--- config.mk ---
export PLATFORM = sky130hd
export DESIGN_NAME = eep_arb_flat
export DESIGN_NICKNAME = d
export VERILOG_FILES = /design/src/rtl/eep_arb_if.sv /design/src/rtl/eep_arb.sv /design/src/flat_wrapper.sv
export SDC_FILE = /design/constraint.sdc
export NUM_CORES = 1
export LEC_CHECK = 0
export ABC_CLOCK_PERIOD_IN_PS = 4100
export CAP_MARGIN = 40
export CORE_MARGIN = 3
export CORE_UTILIZATION = 51
export DETAILED_ROUTE_END_ITERATION = 7
export PLACE_DENSITY_LB_ADDON = 0.2
export SLEW_MARGIN = 20
export SYNTH_ARGS = -nofsm -noshare
export SYNTH_HDL_FRONTEND = slang
export SYNTH_SLANG_ARGS = --single-unit
--- constraint.sdc ---
create_clock -name clk -period 4.1 [get_ports clk]
set_input_delay 1.23 -clock clk [delete_from_list [all_inputs] [get_ports clk]]
set_output_delay 1.23 -clock clk [all_outputs]
set_load 0.01 [all_outputs]
--- src/rtl/eep_arb_if.sv ---
// eep_arb_if: command/loop request-grant-done handshake bundle for eep_arb
// master = requester side (command interface and control loop), slave = eep_arb.
// cmd_*: request, write enable, address, write data, grant and done pulses.
// loop_*: read-only request, address, grant and done pulses. rd_data: shared read result.
interface eep_arb_if;
  logic        cmd_req;
  logic        cmd_we;
  logic [1:0]  cmd_addr;
  logic [13:0] cmd_wdata;
  logic        cmd_gnt;
  logic        cmd_done;
  logic        loop_req;
  logic [1:0]  loop_addr;
  logic        loop_gnt;
  logic        loop_done;
  logic [13:0] rd_data;
  modport master(
    output cmd_req, cmd_we, cmd_addr, cmd_wdata, loop_req, loop_addr,
    input  cmd_gnt, cmd_done, loop_gnt, loop_done, rd_data
  );
  modport slave(
    input  cmd_req, cmd_we, cmd_addr, cmd_wdata, loop_req, loop_addr,
    output cmd_gnt, cmd_done, loop_gnt, loop_done, rd_data
  );
endinterface

--- src/rtl/eep_arb.sv ---
// eep_arb: EEPROM coefficient boot loader and round-robin command/loop access arbiter
// Ports: clk, rst (asynchronous, active-high); bus = eep_arb_if.slave handshake incl. rd_data;
//   coef_wr_en/coef_sel/coef_data = datapath coefficient load; boot_done, wr_err = status;
//   eep_addr/eep_wdata/eep_rd_data/eep_cs_n/eep_r_w_n/chrg_pmp_en = EEPROM pins.
// Optional feature macro EEP_WR_VERIFY_EN: read-back verify after each write, drives sticky wr_err.
// Every output is a registered decode of the current state, so pins lag the state by one cycle.
module eep_arb #(
  parameter int CHRG_CYCLES = 1500000
) (
  input  logic        clk,
  input  logic        rst,
  eep_arb_if.slave    bus,
  output logic        coef_wr_en,
  output logic [1:0]  coef_sel,
  output logic [13:0] coef_data,
  output logic        boot_done,
  output logic        wr_err,
  output logic [1:0]  eep_addr,
  output logic [13:0] eep_wdata,
  input  logic [13:0] eep_rd_data,
  output logic        eep_cs_n,
  output logic        eep_r_w_n,
  output logic        chrg_pmp_en
);
  localparam int W = $clog2(CHRG_CYCLES);
  typedef enum logic [2:0] {
    BOOT_RD, BOOT_LD, IDLE, RD, RD_CAP, WR_CHRG,
`ifdef EEP_WR_VERIFY_EN
    WR_VFY,
`endif
    DONE
  } state_t;
`ifdef EEP_WR_VERIFY_EN
  localparam state_t WR_NEXT = WR_VFY;
`else
  localparam state_t WR_NEXT = DONE;
`endif
  state_t state, state_d;
  logic [1:0] boot_addr, boot_addr_d, op_addr, op_addr_d;
  logic [W-1:0] cnt, cnt_d;
  logic [13:0] op_wdata, op_wdata_d, rd_data, rd_data_d, coef_data_d, eep_wdata_d;
  logic [1:0] coef_sel_d, eep_addr_d;
  logic op_loop, op_loop_d, op_we, op_we_d, last_loop, last_loop_d, pick_cmd;
  logic cmd_gnt, cmd_gnt_d, loop_gnt, loop_gnt_d, cmd_done, cmd_done_d, loop_done, loop_done_d;
  logic coef_wr_en_d, boot_done_d, wr_err_d, eep_cs_n_d, eep_r_w_n_d, chrg_pmp_en_d;
  assign bus.cmd_gnt = cmd_gnt;
  assign bus.loop_gnt = loop_gnt;
  assign bus.cmd_done = cmd_done;
  assign bus.loop_done = loop_done;
  assign bus.rd_data = rd_data;
  // Tie goes to whoever was not granted last; last_loop resets high so command wins first.
  assign pick_cmd = bus.cmd_req && (!bus.loop_req || last_loop);
  always_comb begin
    state_d = state;
    boot_addr_d = boot_addr;
    cnt_d = cnt;
    op_loop_d = op_loop;
    op_we_d = op_we;
    op_addr_d = op_addr;
    op_wdata_d = op_wdata;
    last_loop_d = last_loop;
    cmd_gnt_d = 1'b0;
    loop_gnt_d = 1'b0;
    cmd_done_d = 1'b0;
    loop_done_d = 1'b0;
    rd_data_d = rd_data;
    coef_wr_en_d = 1'b0;
    coef_sel_d = coef_sel;
    coef_data_d = coef_data;
    boot_done_d = boot_done;
    wr_err_d = wr_err;
    eep_addr_d = eep_addr;
    eep_wdata_d = eep_wdata;
    eep_cs_n_d = 1'b1;
    eep_r_w_n_d = 1'b1;
    chrg_pmp_en_d = 1'b0;
    case (state)
      BOOT_RD: begin
        eep_cs_n_d = 1'b0;
        eep_addr_d = boot_addr;
        state_d = BOOT_LD;
      end
      BOOT_LD: begin
        coef_wr_en_d = 1'b1;
        coef_sel_d = boot_addr;
        coef_data_d = eep_rd_data;
        boot_addr_d = boot_addr + 2'd1;
        boot_done_d = boot_addr == 2'd3;
        state_d = (boot_addr == 2'd3) ? IDLE : BOOT_RD;
      end
      IDLE: if (bus.cmd_req || bus.loop_req) begin
        op_loop_d = !pick_cmd;
        last_loop_d = !pick_cmd;
        op_we_d = pick_cmd && bus.cmd_we;
        op_addr_d = pick_cmd ? bus.cmd_addr : bus.loop_addr;
        op_wdata_d = bus.cmd_wdata;
        cnt_d = W'(CHRG_CYCLES - 1);
        cmd_gnt_d = pick_cmd;
        loop_gnt_d = !pick_cmd;
        state_d = (pick_cmd && bus.cmd_we) ? WR_CHRG : RD;
      end
      RD: begin
        eep_cs_n_d = 1'b0;
        eep_addr_d = op_addr;
        state_d = RD_CAP;
      end
      RD_CAP: begin
        // Also reached by the write read-back, which must not disturb rd_data or signal done.
`ifdef EEP_WR_VERIFY_EN
        wr_err_d = wr_err | (op_we && eep_rd_data != op_wdata);
`endif
        rd_data_d = op_we ? rd_data : eep_rd_data;
        cmd_done_d = !op_we && !op_loop;
        loop_done_d = !op_we && op_loop;
        state_d = DONE;
      end
      WR_CHRG: begin
        eep_cs_n_d = 1'b0;
        eep_r_w_n_d = 1'b0;
        chrg_pmp_en_d = 1'b1;
        eep_addr_d = op_addr;
        eep_wdata_d = op_wdata;
        cnt_d = cnt - W'(1);
        state_d = (cnt == '0) ? WR_NEXT : WR_CHRG;
      end
`ifdef EEP_WR_VERIFY_EN
      WR_VFY: begin
        eep_cs_n_d = 1'b0;
        eep_addr_d = op_addr;
        state_d = RD_CAP;
      end
`endif
      DONE: begin
        // Writes finish here so the coefficient mirror and done follow the charge phase.
        coef_wr_en_d = op_we;
        coef_sel_d = op_we ? op_addr : coef_sel;
        coef_data_d = op_we ? op_wdata : coef_data;
        cmd_done_d = op_we;
        state_d = IDLE;
      end
      default: state_d = IDLE;
    endcase
  end
  always_ff @(posedge clk or posedge rst) begin
    if (rst) begin
      state <= BOOT_RD;
      boot_addr <= '0;
      cnt <= '0;
      op_loop <= 1'b0;
      op_we <= 1'b0;
      op_addr <= '0;
      op_wdata <= '0;
      last_loop <= 1'b1;
      cmd_gnt <= 1'b0;
      loop_gnt <= 1'b0;
      cmd_done <= 1'b0;
      loop_done <= 1'b0;
      rd_data <= '0;
      coef_wr_en <= 1'b0;
      coef_sel <= '0;
      coef_data <= '0;
      boot_done <= 1'b0;
      wr_err <= 1'b0;
      eep_addr <= '0;
      eep_wdata <= '0;
      eep_cs_n <= 1'b1;
      eep_r_w_n <= 1'b1;
      chrg_pmp_en <= 1'b0;
    end else begin
      state <= state_d;
      boot_addr <= boot_addr_d;
      cnt <= cnt_d;
      op_loop <= op_loop_d;
      op_we <= op_we_d;
      op_addr <= op_addr_d;
      op_wdata <= op_wdata_d;
      last_loop <= last_loop_d;
      cmd_gnt <= cmd_gnt_d;
      loop_gnt <= loop_gnt_d;
      cmd_done <= cmd_done_d;
      loop_done <= loop_done_d;
      rd_data <= rd_data_d;
      coef_wr_en <= coef_wr_en_d;
      coef_sel <= coef_sel_d;
      coef_data <= coef_data_d;
      boot_done <= boot_done_d;
      wr_err <= wr_err_d;
      eep_addr <= eep_addr_d;
      eep_wdata <= eep_wdata_d;
      eep_cs_n <= eep_cs_n_d;
      eep_r_w_n <= eep_r_w_n_d;
      chrg_pmp_en <= chrg_pmp_en_d;
    end
  end
endmodule

--- src/flat_wrapper.sv ---
// flat-port wrapper written by rule: the top's interface ports become plain ports
module eep_arb_flat 
#(
  parameter int CHRG_CYCLES = 1500000
)
  (clk, rst, coef_wr_en, coef_sel, coef_data, boot_done, wr_err, eep_addr, eep_wdata, eep_rd_data, eep_cs_n, eep_r_w_n, chrg_pmp_en, bus_cmd_req, bus_cmd_we, bus_cmd_addr, bus_cmd_wdata, bus_loop_req, bus_loop_addr, bus_cmd_gnt, bus_cmd_done, bus_loop_gnt, bus_loop_done, bus_rd_data);
  eep_arb_if bus_i ();
  input  logic clk;
  input  logic rst;
  output logic coef_wr_en;
  output logic [1:0] coef_sel;
  output logic [13:0] coef_data;
  output logic boot_done;
  output logic wr_err;
  output logic [1:0] eep_addr;
  output logic [13:0] eep_wdata;
  input  logic [13:0] eep_rd_data;
  output logic eep_cs_n;
  output logic eep_r_w_n;
  output logic chrg_pmp_en;
  input wire logic [$bits(bus_i.cmd_req)-1:0] bus_cmd_req;
  input wire logic [$bits(bus_i.cmd_we)-1:0] bus_cmd_we;
  input wire logic [$bits(bus_i.cmd_addr)-1:0] bus_cmd_addr;
  input wire logic [$bits(bus_i.cmd_wdata)-1:0] bus_cmd_wdata;
  input wire logic [$bits(bus_i.loop_req)-1:0] bus_loop_req;
  input wire logic [$bits(bus_i.loop_addr)-1:0] bus_loop_addr;
  output wire logic [$bits(bus_i.cmd_gnt)-1:0] bus_cmd_gnt;
  output wire logic [$bits(bus_i.cmd_done)-1:0] bus_cmd_done;
  output wire logic [$bits(bus_i.loop_gnt)-1:0] bus_loop_gnt;
  output wire logic [$bits(bus_i.loop_done)-1:0] bus_loop_done;
  output wire logic [$bits(bus_i.rd_data)-1:0] bus_rd_data;
  assign bus_i.cmd_req = bus_cmd_req;
  assign bus_i.cmd_we = bus_cmd_we;
  assign bus_i.cmd_addr = bus_cmd_addr;
  assign bus_i.cmd_wdata = bus_cmd_wdata;
  assign bus_i.loop_req = bus_loop_req;
  assign bus_i.loop_addr = bus_loop_addr;
  assign bus_cmd_gnt = bus_i.cmd_gnt;
  assign bus_cmd_done = bus_i.cmd_done;
  assign bus_loop_gnt = bus_i.loop_gnt;
  assign bus_loop_done = bus_i.loop_done;
  assign bus_rd_data = bus_i.rd_data;
  eep_arb #(.CHRG_CYCLES(CHRG_CYCLES)) u_core (.clk(clk), .rst(rst), .bus(bus_i), .coef_wr_en(coef_wr_en), .coef_sel(coef_sel), .coef_data(coef_data), .boot_done(boot_done), .wr_err(wr_err), .eep_addr(eep_addr), .eep_wdata(eep_wdata), .eep_rd_data(eep_rd_data), .eep_cs_n(eep_cs_n), .eep_r_w_n(eep_r_w_n), .chrg_pmp_en(chrg_pmp_en));
endmodule
==> impl_metrics.py, run 1 <==
metrics = {
    "worst_setup_path": {
        "crit_slowest_cell": "dfstp_2",
        "cp_data_required_time_ns": 2.87,
        "critPathMaxFanout": 1,
        "cp-end-kind": "output pin",
        "crit_arrival_ns": 1.41,
        "path_class": "flop to output pin",
        "cpLargestDelayFamily": "flip-flops",
        "critPathLaunchType": "flop",
        "crit_chain": "clkdlybuf4s50_1",
        "slowest_delay_ns": 0.53,
        "cp_num_buf_inv": 1,
    },
    "yosys": {
        "yosys_warnings": 0,
        "synth_area_per_cell_um2": 10.6,
        "synth_edf_count": 0,
        "synth.cell_area_mm2": 0.00428,
        "synth.top_cell.area_share_pct": 56.7,
        "yosysTopAreaCell": "dfrtp_1",
        "synth_nets": 444,
        "async_reset_ff_share_pct": 100,
        "synth_seq_cells": 100,
        "synthTopCellsByArea": "dfrtp_1 (57%), nand2_1 (10%), mux2i_1 (6.1%), mux2_2 (4.7%), o21ai_0 (2.8%)",
        "synth_flop_cell": "dfrtp_1",
        "netlist_instances": 405,
        "post_synth_num_cell_types": 48,
        "seq_area_frac_synth_pct": 58.5,
    },
    "die": {
        "ios": 93,
        "rows": 32,
        "die-area_mm2": 0.00953,
        "initial_core_util_pct": 54.0,
        "coreArea_mm2": 0.00793,
        "die_h_um": 97.6,
        "chipWidth_um": 97.6,
    },
    "clocking": {
        "clockRootBuffer": "clkbuf_8",
        "h-tree-depth": 3,
        "cts_hold_buf": 0,
        "cts.repair.resized": 0,
        "cts_max_path_buffers": 2,
        "clk_pin_slew_worst_paths_ns": 0.09,
        "clk_latency_ns": 0.36,
        "postCtsSetupRepairBufs": 0,
        "clock_sinks": 100,
        "numCtsBuffers": 9,
        "cts_tree": "yes",
    },
    "placed_design": {
        "gp_congestion": 0.788,
        "dp_slack_ns": 1.18,
        "portBuffers": 91,
        "dp_hpwl_um": 6640,
    },
    "detailed_routing": {
        "viasPerCell": 5.43,
        "wirelength_um": 9650,
        "routedWlPerCell_um": 16.1,
        "ant_nets": 0,
        "via_count": 3259,
        "route.detailed.drc": 0,
        "drt_iter0_markers": 152,
        "first_pass_iters": 4,
    },
    "final_layout": {
        "drive_above_1_share_pct": 10.6,
        "utilization_pct": 69.8,
        "num-fill-cells": 618,
        "mostFrequentLayoutCell": "nand2_1",
        "diodes": 0,
        "syn_to_final_growth_pct": 29.2,
        "nets": 532,
        "final_cell_mix": "nand2_1 (116), dfrtp_1 (97), clkdlybuf4s50_1 (91)",
    },
    "pwr": {
        "power.net_switching_mw": 1.35,
        "internal-power_mw": 2.56,
        "p_total_mw": 3.91,
        "vdd_drop_max_mv": 0.310,
        "power.leakage_nw": 2.51,
        "power_frac_clock_pct": 17.5,
        "power_frac_comb_pct": 39.4,
        "powerDensity_mw_per_mm2": 706,
        "seq_power_share_pct": 43.1,
        "p_sw_share_pct": 34.5,
    },
    "timing": {
        "fin_ws_ns": 1.46,
        "slew_violations": 0,
        "slew_headroom_pct": 47.6,
        "tightest_slew_ns": 0.785,
        "finalHoldViolCount": 0,
        "fin_crit_sh_pct": 64.4,
        "fmaxAchievable_mhz": 379,
        "setup_viol": 0,
        "fin_skew_ns": 0.00621,
        "period_needed_ns": 2.64,
        "rsz0062_at_grt": "no",
        "setup-tns-final_ns": 0,
    },
    "global_route": {
        "grt_antenna_before_repair": 0,
        "grt_pass1_vias": 3271,
        "grt.total_usage_pct": 21.0,
        "grt_max_degree": 56,
        "grt-ovfl-total": 0,
        "grt_pass1_wl_um": 16100,
    },
    "min_path": {
        "hold_class": "flop to flop",
    },
    "outcome": {
        "status": "completed",
    },
    "job": {
        "maxCapViolations": 0,
    },
}
power groups by stage:
stage	Clock, mW	Sequential, mW	Combinational, mW
2_1_floorplan	0	1.71	0.767
4_1_cts	0.694	1.68	1.55
6_report	0.685	1.68	1.54
3_3_place_gp	0	1.68	1.48
3_5_place_dp	0	1.70	1.55
5_1_grt	0.740	1.74	1.70
sequential cells by signal, summed over array words and instances (netlist names), 2 cells and up:
register,cells
u_core.eep_wdata,14
u_core.coef_sel,2
u_core.op_addr,2
u_core.cnt,21
u_core.eep_addr,2
u_core.op_wdata,14
u_core.state,3
u_core.coef_data,14
u_core.boot_addr,2
u_core.bus.rd_data,14
kinds of logic (layout without fill, tap and decap cells):
family / count (synthesis) / in the layout / share of synthesized area [%]
AO/OA/AOI/OAI: 57 / 57 / 8.53
XOR/XNOR: 1 / 1 / 0.205
adder cells (fa/ha/maj): 2 / 2 / 0.584
buffers and inverters: 33 / 126 / 3.33
flip-flops: 100 / 100 / 58.5
multiplexers: 44 / 44 / 10.8
other: 1 / 1 / 0.0876
AND/OR/NAND/NOR: 167 / 167 / 17.9
metrics by stage:
step | cell area (um^2) | hold slack, ns | instances
after floorplan | 4280 | 0.438 | 405
after global placement | 5280 | 0.452 | 582
after detailed placement | 5300 | 0.463 | 583
after CTS | 5520 | 0.481 | 599
after global routing | 5530 | 0.502 | 600
final | 5530 | 0.477 | 600
per-layer routing:
layer / share of wire (%) / routed length, um / track usage [%]
met5: 0 / 0 / 0
met4: 1.1 / 110 / 7.14
met3: 5.4 / 520 / 4.52
met2: 50 / 4800 / 35.3
met1: 44 / 4220 / 27.1
synthesized netlist by cell type, types with 8 or more instances:
cell,instances
dfrtp_1,97
nor2_1,14
mux2_2,18
inv_1,11
mux2i_1,26
nor3_1,11
nand2_1,116
buf_2,12
o21ai_0,24
clkbuf_1,8
a21oi_1,10
path summary, 6_finish.rpt:
path,startpoint,to,slack (ns),depth (start not counted)
max,u_core.eep_r_w_n$_DFF_PP1_,eep_r_w_n,1.46,1
min,u_core.cnt[4]$_DFFE_PP0P_,u_core.cnt[4]$_DFFE_PP0P_,0.48,1
max reg2reg,u_core.state[1]$_DFFE_PP0P_,u_core.cnt[11]$_DFFE_PP0P_,1.81,5
min reg2reg,u_core.cnt[4]$_DFFE_PP0P_,u_core.cnt[4]$_DFFE_PP0P_,0.48,1
max in group asynchronous,rst,u_core.eep_r_w_n$_DFF_PP1_,2.04,3
min in group asynchronous,rst,u_core.coef_sel[0]$_DFFE_PP0P_,1.32,2
final cells by class:
cell class                      instances  area (um^2)  share of cell area [%]
Clock buffer                           12          145                    2.62
Clock inverter                          4         72.6                    1.31
Inverter                               11         43.8                   0.792
Multi-Input combinational cell        272         1640                    29.6
Sequential cell                       100         2510                    45.3
Tap cell                              102          128                    2.31
Timing Repair Buffer                   99          998                    18.1
Note: power is estimated with default switching activity, not from simulation.
==> run 2, diff against run 1 <==
--- a/config.mk
+++ b/config.mk
@@ -5,10 +5,10 @@
 export SDC_FILE = /design/constraint.sdc
 export NUM_CORES = 1
 export LEC_CHECK = 0
-export ABC_CLOCK_PERIOD_IN_PS = 4100
+export ABC_CLOCK_PERIOD_IN_PS = 2300
 export CAP_MARGIN = 40
 export CORE_MARGIN = 3
-export CORE_UTILIZATION = 51
+export CORE_UTILIZATION = 46
 export DETAILED_ROUTE_END_ITERATION = 7
 export PLACE_DENSITY_LB_ADDON = 0.2
 export SLEW_MARGIN = 20
==> constraint.sdc (replaced) <==
create_clock -name clk -period 2.3 [get_ports clk]
set_input_delay 0.69 -clock clk [delete_from_list [all_inputs] [get_ports clk]]
set_output_delay 0.69 -clock clk [all_outputs]
set_load 0.01 [all_outputs]
==> run 2 against run 1 <==
Core utilization down 7.5 points. Die area up 10%. Power up 74%. Clock-buffer cell count down 2. Hold slack better by 0.0078 ns. Flip-flop and latch count unchanged. Sequential power up 77%.
==> impl_metrics.py, run 2 (same netlist as run 1, synthesis figures left out) <==
metrics = {
    "timing": {
        "setup-tns-final_ns": 0,
        "fin_skew_ns": 0.0153,
        "setup_viol": 0,
        "fin_ws_ns": 0.177,
        "whs_ns": 0.484,
        "fin_crit_sh_pct": 92.3,
        "slew_headroom_pct": 64.1,
        "period_needed_ns": 2.12,
        "slew_violations": 0,
        "finalHoldViolCount": 0,
        "tightest_slew_ns": 0.538,
        "fmaxAchievable_mhz": 471,
        "rsz0062_at_grt": "no",
    },
    "pwr": {
        "p_sw_share_pct": 35.8,
        "vdd_drop_max_mv": 0.554,
        "powerDensity_mw_per_mm2": 1230,
        "power_frac_clock_pct": 15.3,
        "p_total_mw": 6.80,
        "power_frac_comb_pct": 41.1,
        "power.net_switching_mw": 2.43,
        "seq_power_share_pct": 43.6,
        "internal-power_mw": 4.37,
        "power.leakage_nw": 2.52,
    },
    "worst_setup_path": {
        "crit_arrival_ns": 1.43,
        "cp_num_buf_inv": 1,
        "critPathLaunchType": "flop",
        "cp_data_required_time_ns": 1.61,
        "crit_cells": 1,
        "path_class": "flop to output pin",
        "crit_chain": "clkdlybuf4s50_1",
        "rr_worst_depth": 4,
        "cp-end-kind": "output pin",
        "slowest_delay_ns": 0.54,
        "cpLargestDelayFamily": "buffers and inverters",
        "crit_slowest_cell": "clkdlybuf4s50_1",
        "critPathMaxFanout": 1,
    },
    "clocking": {
        "clk_pin_slew_worst_paths_ns": 0.09,
        "cts_tree": "yes",
        "h-tree-depth": 3,
        "numCtsBuffers": 9,
        "cts.repair.resized": 0,
        "clock_sinks": 100,
        "clk_latency_ns": 0.37,
        "cts_hold_buf": 0,
        "cts_max_path_buffers": 2,
        "postCtsSetupRepairBufs": 0,
        "clockRootBuffer": "clkbuf_8",
    },
    "placed_design": {
        "dp_hpwl_um": 6670,
        "gp_congestion": 0.781,
        "dp_slack_ns": 0.0548,
        "portBuffers": 91,
    },
    "final_layout": {
        "num-fill-cells": 701,
        "diodes": 0,
        "top_register": "u_core.cnt",
        "largest_reg_flops": 21,
        "final_cell_mix": "nand2_1 (116), dfrtp_1 (97), clkdlybuf4s50_1 (91)",
        "nets": 539,
        "drive_above_1_share_pct": 12.1,
        "mostFrequentLayoutCell": "nand2_1",
        "syn_to_final_growth_pct": 29.3,
    },
    "min_path": {
        "holdPathStages": 1,
        "hold_class": "flop to flop",
    },
    "outcome": {
        "status": "completed",
    },
    "die": {
        "chipWidth_um": 102,
        "initial_core_util_pct": 48.2,
        "coreArea_mm2": 0.00889,
        "die-area_mm2": 0.0105,
        "rows": 34,
        "ios": 93,
        "die_h_um": 102,
    },
    "detailed_routing": {
        "routedWlPerCell_um": 15.7,
        "drt_iter0_markers": 86,
        "ant_nets": 0,
        "via_count": 3228,
        "wirelength_um": 9640,
        "first_pass_iters": 4,
        "route.detailed.drc": 0,
        "viasPerCell": 5.27,
    },
    "global_route": {
        "grt.total_usage_pct": 19.8,
        "grt_antenna_before_repair": 0,
        "grt-ovfl-total": 0,
        "grt_pass1_vias": 3143,
        "grt_pass1_wl_um": 16000,
        "grt_max_degree": 101,
    },
    "job": {
        "maxCapViolations": 0,
    },
}
-- run 2: changes by cell type in the layout (fill, tap and decap cells not counted), sizes merged --
| cell | previous run | this run |
|---|---|---|
| buf | 8 | 15 |
| bufinv | 2 | 0 |
| clkinv | 1 | 3 |
| inv | 11 | 13 |
| clkbuf | 12 | 10 |
-- run 2: routing by layer --
metal | up-vias | part of all wire [%] | track usage (%)
li1 | 1566 | - | -
met1 | 1581 | 45 | 27.2
met2 | 71 | 48 | 31.8
met3 | 10 | 5.1 | 4.91
met4 | 0 | 0.98 | 4.74
met5 | - | 0 | 0
-- run 2: cell type report --
| cell class | count | area (um^2) | area share, % |
|---|---|---|---|
| Clock buffer | 10 | 128 | 2.31 |
| Clock inverter | 6 | 47.5 | 0.859 |
| Inverter | 11 | 45.0 | 0.814 |
| Multi-Input combinational cell | 272 | 1640 | 29.6 |
| Sequential cell | 100 | 2510 | 45.3 |
| Tap cell | 108 | 135 | 2.44 |
| Timing Repair Buffer | 106 | 1040 | 18.7 |
-- run 2: path summary, 6_finish.rpt --
kind | to | slack [ns] | start
max | eep_r_w_n | 0.18 | u_core.eep_r_w_n$_DFF_PP1_
min | u_core.cnt[17]$_DFFE_PP0P_ | 0.48 | u_core.cnt[17]$_DFFE_PP0P_
max reg2reg | u_core.cnt[17]$_DFFE_PP0P_ | 0.29 | u_core.cnt[3]$_DFFE_PP0P_
min reg2reg | u_core.cnt[17]$_DFFE_PP0P_ | 0.48 | u_core.cnt[17]$_DFFE_PP0P_
max in group asynchronous | u_core.cnt[15]$_DFFE_PP0P_ | 1.08 | rst
min in group asynchronous | u_core.bus.loop_gnt$_DFF_PP0_ | 0.80 | rst
-- run 2: per-stage QoR --
stage / instances / utilization (%) / instance area (um^2)
after detailed placement: 597 / 60.3 / 5360
after CTS: 613 / 62.2 / 5530
after global routing: 613 / 62.2 / 5530
after floorplan: 405 / - / 4290
final: 613 / 62.2 / 5530
after global placement: 597 / 60.3 / 5360
-- run 2: power by group through the flow --
stage / Clock [mW] / Combinational, mW / Sequential [mW]
2_1_floorplan: 0 / 1.37 / 3.06
3_3_place_gp: 0 / 2.75 / 2.98
3_5_place_dp: 0 / 2.82 / 3.01
4_1_cts: 1.06 / 2.83 / 2.97
5_1_grt: 1.14 / 3.12 / 3.07
6_report: 1.04 / 2.80 / 2.97
==> run 3, diff against run 2 <==
--- a/config.mk
+++ b/config.mk
@@ -5,13 +5,13 @@
 export SDC_FILE = /design/constraint.sdc
 export NUM_CORES = 1
 export LEC_CHECK = 0
+export ABC_AREA = 0
 export ABC_CLOCK_PERIOD_IN_PS = 2300
 export CAP_MARGIN = 40
 export CORE_MARGIN = 3
 export CORE_UTILIZATION = 46
 export DETAILED_ROUTE_END_ITERATION = 7
 export PLACE_DENSITY_LB_ADDON = 0.2
-export SLEW_MARGIN = 20
 export SYNTH_ARGS = -nofsm -noshare
 export SYNTH_HDL_FRONTEND = slang
 export SYNTH_SLANG_ARGS = --single-unit
==> results of run 3 <==
The final DEF is identical to that of run 2; final timing and power are the same.
==> RTL edit, RTL diff (flow settings as in run 3) <==
Build with the macro `EEP_WR_VERIFY_EN` defined.
--- a/src/rtl/eep_arb.sv
+++ b/src/rtl/eep_arb.sv
@@ -5,4 +5,6 @@
 // Optional feature macro EEP_WR_VERIFY_EN: read-back verify after each write, drives sticky wr_err.
 // Every output is a registered decode of the current state, so pins lag the state by one cycle.
+`define EEP_WR_VERIFY_EN
+
 module eep_arb #(
   parameter int CHRG_CYCLES = 1500000
Behaviour: no difference found for any inputs over 10 cycles, from zero or initial values and one cycle with rst high; that may be too few to reach the edited logic, so the function may still have changed.
==> RTL edit against run 3 <==
- register-to-register slack lost 0.05 ns
- clock power grew 14%
- via count grew 4.6%
- routed wire length grew 2.9%
- critical path type unchanged
- critical endpoint unchanged
- combinational power grew 11%
- worst setup slack gained 0.0023 ns
- final area grew 4.9%
- power grew 9.2%
- count of clock-buffer cells in the layout shrank 1
- non-clock buffer count grew 4
- sequential cell count grew 1
- first-iteration DRC count grew 110%
- core utilization grew 0.26 points
- largest power group unchanged
- area after synthesis grew 2.9%
==> RTL edit: results <==
metrics = {
    "min_path": {
        "hp-start": "u_core.coef_sel[1]",
        "hold_depth": 2,
    },
    "final_layout": {
        "final-clk-cell-share": 0.0367,
        "clock_buffers": 9,
        "layoutNonFillerInstCount": 660,
        "comb.multi_input.count": 294,
        "final_layout_size_suffix_gt1_frac": 0.121,
        "num-nonclk-buffers": 110,
        "fill_cells": 767,
    },
    "sta": {
        "hold_slack_ns": 0.484,
        "relSlewSlack": 0.682,
        "skew_ns": 0.0143,
    },
    "floorplanning": {
        "die_x_um": 104,
    },
    "logic_synthesis": {
        "avgSynthCellArea_um2": 10.4,
        "synth_compound_area_frac": 0.0773,
        "synth.area.top_cells": "dfrtp_1 56%, nand2_1 9.4%, mux2i_1 6.4%",
        "ys_seq_area_frac": 0.575,
        "synthXorXnorAreaFrac": 0.0338,
        "synth_adder_area_share": 0.00568,
    },
    "grt": {
        "grt_max_degree": 33,
        "grtUsageTotal": 0.191,
    },
    "place": {
        "port_buffers": 92,
        "hpwl_mm": 7.37,
        "dp_slack_ns": 0.0781,
    },
    "power_and_ir_drop": {
        "vdd_drop_max_mv": 0.536,
    },
    "route": {
        "routed_via_density": 5.11,
    },
    "outcome": {
        "outcome": "complete, no violations",
    },
    "setup_path": {
        "r2r_end": "u_core.state[1]",
        "reg2reg_from": "u_core.cnt[12]",
    },
}
-- RTL edit: cell types whose count changed in the layout (fill, tap and decap cells not counted), sizes merged, moves of 4 or more --
| cell | run 3 | this run |
|---|---|---|
| nor4 | 5 | 10 |
| a31oi | 0 | 8 |
| nor2 | 14 | 21 |
| nand2 | 116 | 110 |
| xor2 | 1 | 11 |
| or4 | 0 | 4 |
| xnor2 | 0 | 6 |
-- RTL edit: power breakdown --
part | leakage [nW] | internal, mW | switching, mW
Clock | 0.106 | 0.532 | 0.662
Combinational | 1.32 | 1.64 | 1.47
Sequential | 1.21 | 2.53 | 0.603
Total | 2.63 | 4.70 | 2.73
-- RTL edit: routing by layer --
layer  wire length (µm)  vias to the layer above  track usage
met1               4590                     1643        0.273
met2               4710                       69        0.298
met5                  0                        -            0
met3                476                       12       0.0397
met4                142                        0       0.0541
li1                   -                     1651            -
